<file path="src/rtl/demux2_stream_24.sv">
// Registered 1-to-2 stream demultiplexer with an independent FIFO per output port.
// Optional per-port accept counters are compiled in with DEMUX24_CNT_EN.
module demux2_stream_24 #(
    parameter int unsigned k     = 24,
    parameter int unsigned DEPTH = 2
) (
    input  logic         clk,
    input  logic         rst,
    input  logic         in_valid,
    output logic         in_ready,
    input  logic [k-1:0] in_data,
    input  logic         sel_i,
    output logic         a_valid,
    input  logic         a_ready,
    output logic [k-1:0] a_data,
    output logic         b_valid,
    input  logic         b_ready,
    output logic [k-1:0] b_data
`ifdef DEMUX24_CNT_EN
    ,
    output logic [15:0]  cnt_a,
    output logic [15:0]  cnt_b
`endif
);

    localparam int unsigned PW = $clog2(DEPTH);
    localparam int unsigned CW = PW + 1;

    logic [k-1:0]  mem_a [DEPTH];
    logic [k-1:0]  mem_b [DEPTH];
    logic [PW-1:0] wr_a, rd_a, wr_b, rd_b;
    logic [CW-1:0] count_a, count_b;

    logic full_a, full_b;
    logic push_a, push_b, pop_a, pop_b;

    // Handshake decode: readiness depends only on the selected port's occupancy.
    always_comb begin
        full_a   = (count_a == CW'(DEPTH));
        full_b   = (count_b == CW'(DEPTH));
        in_ready = sel_i ? !full_b : !full_a;
        push_a   = in_valid && !sel_i && !full_a;
        push_b   = in_valid &&  sel_i && !full_b;
        pop_a    = a_valid && a_ready;
        pop_b    = b_valid && b_ready;
    end

    assign a_valid = (count_a != '0);
    assign b_valid = (count_b != '0);
    assign a_data  = mem_a[rd_a];
    assign b_data  = mem_b[rd_b];

    // Storage arrays carry no reset; validity is tracked by the counts.
    always_ff @(posedge clk) begin
        if (push_a && !rst) mem_a[wr_a] <= in_data;
        if (push_b && !rst) mem_b[wr_b] <= in_data;
    end

    // Port A pointers and occupancy.
    always_ff @(posedge clk) begin
        if (rst) begin
            wr_a    <= '0;
            rd_a    <= '0;
            count_a <= '0;
        end else begin
            if (push_a) wr_a <= wr_a + PW'(1);
            if (pop_a)  rd_a <= rd_a + PW'(1);
            case ({push_a, pop_a})
                2'b10:   count_a <= count_a + CW'(1);
                2'b01:   count_a <= count_a - CW'(1);
                default: count_a <= count_a;
            endcase
        end
    end

    // Port B pointers and occupancy.
    always_ff @(posedge clk) begin
        if (rst) begin
            wr_b    <= '0;
            rd_b    <= '0;
            count_b <= '0;
        end else begin
            if (push_b) wr_b <= wr_b + PW'(1);
            if (pop_b)  rd_b <= rd_b + PW'(1);
            case ({push_b, pop_b})
                2'b10:   count_b <= count_b + CW'(1);
                2'b01:   count_b <= count_b - CW'(1);
                default: count_b <= count_b;
            endcase
        end
    end

`ifdef DEMUX24_CNT_EN
    // Accepted-word counters, wrapping at 16 bits.
    always_ff @(posedge clk) begin
        if (rst) begin
            cnt_a <= '0;
            cnt_b <= '0;
        end else begin
            if (push_a) cnt_a <= cnt_a + 16'd1;
            if (push_b) cnt_b <= cnt_b + 16'd1;
        end
    end
`endif

endmodule
</file>
<file path="config.mk">
export PLATFORM = sky130hd
export DESIGN_NAME = demux2_stream_24
export DESIGN_NICKNAME = d
export VERILOG_FILES = /design/src/rtl/demux2_stream_24.sv
export SDC_FILE = /design/constraint.sdc
export NUM_CORES = 1
export LEC_CHECK = 0
export ABC_AREA = 1
export CAP_MARGIN = 20
export CELL_PAD_IN_SITES_DETAIL_PLACEMENT = 1
export CELL_PAD_IN_SITES_GLOBAL_PLACEMENT = 1
export CORE_UTILIZATION = 30
export DETAILED_ROUTE_END_ITERATION = 10
export HOLD_SLACK_MARGIN = 0.08
export PLACE_DENSITY_LB_ADDON = 0.1
export SETUP_SLACK_MARGIN = 0.02
export SLEW_MARGIN = 0
export SYNTH_ARGS = -nofsm -noshare
export SYNTH_HDL_FRONTEND = slang
export SYNTH_SLANG_ARGS = --single-unit
</file>
<file path="constraint.sdc">
create_clock -name clk -period 3.07 [get_ports clk]
set_input_delay 0.4605 -clock clk [delete_from_list [all_inputs] [get_ports clk]]
set_output_delay 0.4605 -clock clk [all_outputs]
set_load 0.02 [all_outputs]
</file>
Yosys cells after proc, flatten, opt, wreduce, memory -nomap -nowiden
Memory sizes are Yosys's and may differ from the RTL's. A register that Yosys moved wholly into a read port is not among the register bits.
Index checks and enable logic that the tools add are counted.
{"block": "word_totals", "reg_bits": 8, "ram_bits": 96, "input_bits": 30, "output_inout_bits": 51, "word_cells": 49, "n_memories": 2}
{"block": "classes", "n_addsub": 8, "n_eq_ne": 6, "mux": 11, "reduce_logical": 16}
{"memory": "mem_a", "words": 2, "width": 24, "read_ports": 1, "rd_clocked_by_memory_dff": 1, "wr": 1, "line_no": "29", "text": "logic [k-1:0] mem_a [DEPTH];"}
{"memory": "mem_b", "words": 2, "width": 24, "read_ports": 1, "rd_clocked_by_memory_dff": 1, "wr": 1, "line_no": "30", "text": "logic [k-1:0] mem_b [DEPTH];"}
{"cell": "two-way mux 1 bit", "n": 9}
{"cell": "equality test 2 bit, second input constant", "n": 4}
{"cell": "logical AND 1 bit", "n": 8}
{"cell": "one-hot mux 2 bit (2 select lines)", "n": 2}
{"cell": "nonzero test 2 bit", "n": 4}
{"cell": "adder 1 bit, second input constant", "n": 4}
{"cell": "adder 2 x 1 -> 2 bit, second input constant", "n": 2}
{"cell": "equality test 2 x 1 -> 1 bit, second input constant", "n": 2}
{"cell": "logical NOT 1 bit", "n": 4}
{"cell": "subtractor 2 x 1 -> 2 bit, second input constant", "n": 2}

Longest topological paths before layout
{"block": "depth", "word_depth": 6, "mapped_depth": 10, "mapped_depth_nobuf": 10}

Worst setup path after synthesis
Ideal clock, no wire load.
{"block": "synth_timing", "path_kind": "input to register", "startpoint": "in sel_i", "endpoint": "mem mem_a[1][0], enable pin", "setup_time_ns": 0.405, "arrival_time_ns": 1.686, "required_ns": 2.665, "slack_ns": 0.979, "cell_stages": 3, "path_buffers": 0, "path_cell_list": "inv_1 -> nand3_1 -> nor2_1"}
{"block": "synth_via", "elab_chain_cells": 6}
{"element": "start: declaration", "line_no": "12", "text": "input logic sel_i,"}
{"element": "logical NOT 1 bit", "line_no": "42", "text": "push_a = in_valid && !sel_i && !full_a;"}
{"element": "logical AND 1 bit (2 in a row)", "line_no": "42"}
{"element": "logical AND 1 bit", "line_no": "55", "text": "if (push_a && !rst) mem_a[wr_a] <= in_data;"}
{"element": "two-way mux 1 bit", "line_no": "55"}
{"element": "two-way mux 1 bit (not written as such)", "line_no": "55"}
{"element": "end: declaration", "line_no": "29"}
Every way passes these cells.

==> run metrics <==
Worst EP arrival 2040 ps; Final Util 0.410; DR DRC count 0; Post-Synthesis Mean Instance Area 18.1 um^2; ys flop type edfxtp_1; YS warnings 0; RSZ-0062 raised after global routing no; CP Launch Type flip-flop; setup TNS 0 ps; PortBufs 80; achievable frequency between 300 and 400 MHz; Peak supply drop between 200 and 250 uV; critical path peak fanout 11; R2R Setup Slk 1280 ps; hpwl dp 5.47 mm; leak pwr 1.96 nW; largest net degree at the start of global routing 25; Initial Util 0.312; Gate Count Post-Synth 231; sw power 0.812 mW; antenna violations before repair 0; Synth area leaders edfxtp_1 69%, mux2_4 14%, dfxtp_1 4.8%, mux2_2 2.2%, buf_12 1.9%; post-CTS sizing 0; Fin Hold WS between 400 and 500 ps; Sw Share 0.234; sequential area share after synthesis 0.737; final max-slew violation count 0; CTS clock-pin slew for the worst setup and hold paths 70 ps; number of diodes 0; internal power approximately 2.7 mW; antenna viol nets, final 0; GRT Total Usage 0.117; area share of the largest cell type after synthesis 0.689; main combinational cell family by area after synthesis multiplexers; Hold/Removal Path Class reg -> reg; Final Hold Viols 0; Power Density 631 nW/um^2; multiplexer share of the synthesized area 0.165; row count 42; Worst EP required 2610 ps; layout cells sized above 1 0.223; post-layout net count 355; maxcap violations 0; grt ovf 0; # setup viols final 0; Die Ht 120 um; H-Tree Depth 3; Post-CTS Hold Fix Bufs 0; post-synthesis compound-gate area fraction 0.00718; Comb pwr share 0.176; placed cell area 5180 um^2; fin area 5490 um^2; Post-Synth Simple-Gate Area 0.0458; Worst slew margin 0.676; status finished, final reports clean; Netlist cell types 15; vias in the first global route approximately 2200; clock power share 0.345; Least-Margin Pin Slew 486 ps; global placer's final weighted congestion a little over 0.7; Tmin final 2500 ps; Yosys reg bits 106; DRT Wirelength approximately 8.1 mm; CTS tree built; Netlist Area Pre-Place between 4000 and 5000 um^2; 1st-iter DRT viols between 90 and 100; WS Path Type reg -> out; syn_nets between 200 and 300; Area growth, synth to finish 31.3%; Die X 120 um; CTS buffer count 9; Pre-antenna DRT Iters 4; Ports a little over 80; post-synthesis xor/xnor area fraction 0; die area about 14000 um^2; Reg power frac 0.479; clk buf depth 2; vias 2130; top-count cell post-synth edfxtp_1; WL/cell 16.0 um; DR vias/cell 4.23; Root Driver clkbuf_16; async set-reset flop share out of synthesis 0; Crit. End Element output port; Post-CTS Setup Inserts 0; first-pass GRT wire length 12.2 mm; Post-synth EDFFs 96; adder-cell share of the synthesized area 0.00598; reg2reg start count_a[0]$_SDFFE_PP0P_; core area roughly 13000 um^2; worst-skew pair later-pin latency 340 ps; Yosys top cell by area edfxtp_1; Period Utilization, post-route 0.815; clock tree sinks 106; HP Start wr_a$_SDFFE_PP0N_; Clock Skew roughly 7.1 ps; list of most frequent post-synthesis cells 96 x edfxtp_1, 40 x mux2_4, 21 x nand2_1
logic make-up (layout without fill, tap and decap cells):
logic type	count (synthesis)	after routing
compound gates	6	6
fa+ha+maj	2	2
buf+inv	22	119
flops	106	106
mux	48	48
simple gates	47	47
metal layers:
layer  track usage  up-vias  routed length, um
met5             0        -                  0
met4        0.0586        0                145
met3        0.0385       12                434
met2         0.174       52               3680
met1         0.153     1038               3790
li1              -     1028                  -
sequential cells by signal, indices dropped and copies added, names as in the netlist, named ones only:
register,flops
wr_a,1
count_b,2
rd_a,1
wr_b,1
mem_b,48
mem_a,48
count_a,2
rd_b,1
area by class of cell:
| type | instances | area [um^2] |
|---|---|---|
| Sequential cell | 106 | 3090 |
| Multi-Input combinational cell | 103 | 952 |
| Tap cell | 176 | 220 |
| Clock inverter | 6 | 81.3 |
| Fill cell | 1355 | 7910 |
| Inverter | 16 | 60.1 |
| Clock buffer | 10 | 229 |
| Timing Repair Buffer | 87 | 866 |
worst paths after layout:
kind                                  to  depth (start not counted)
setup / recovery              b_data[13]                          3
setup reg to reg  mem_a[1][17]$_DFFE_PP_                          5
hold reg to reg        wr_a$_SDFFE_PP0N_                          2
hold / removal         wr_a$_SDFFE_PP0N_                          2
stage by stage:
stage                     total power [mW]  std cells  setup WS, ps
after CTS                             3.52        504           497
final                                 3.46        504           569
after global routing                  3.59        504           478
after global placement                2.31        488           835
after detailed placement              2.32        488           769
after floorplan                       2.08        231           979
power groups by stage:
stage | clock network, mW | logic [mW] | registers, mW
4_1_cts | 1.23 | 0.624 | 1.66
3_3_place_gp | 0 | 0.620 | 1.69
6_report | 1.20 | 0.610 | 1.66
3_5_place_dp | 0 | 0.622 | 1.69
2_1_floorplan | 0 | 0.401 | 1.68
5_1_grt | 1.27 | 0.655 | 1.67
cells in the final DEF (no fill, tap or decap), drive strengths merged:
master         count
a21oi              2
buf                7
bufinv             2
clkbuf            10
clkdlybuf4s50     80
clkinv             4
clkinvlp           1
dfxtp             10
edfxtp            96
ha                 2
inv               15
mux2              48
nand2             21
nand3              4
nand4              4
nor2              18
o21ai              4
critical path: stages (launching register included):
cell and delay [ps]:
dfxtp_2 490, buf_4 310, mux2_4 320, clkdlybuf4s50_1 570
Note: power is estimated with default switching activity, not from simulation.
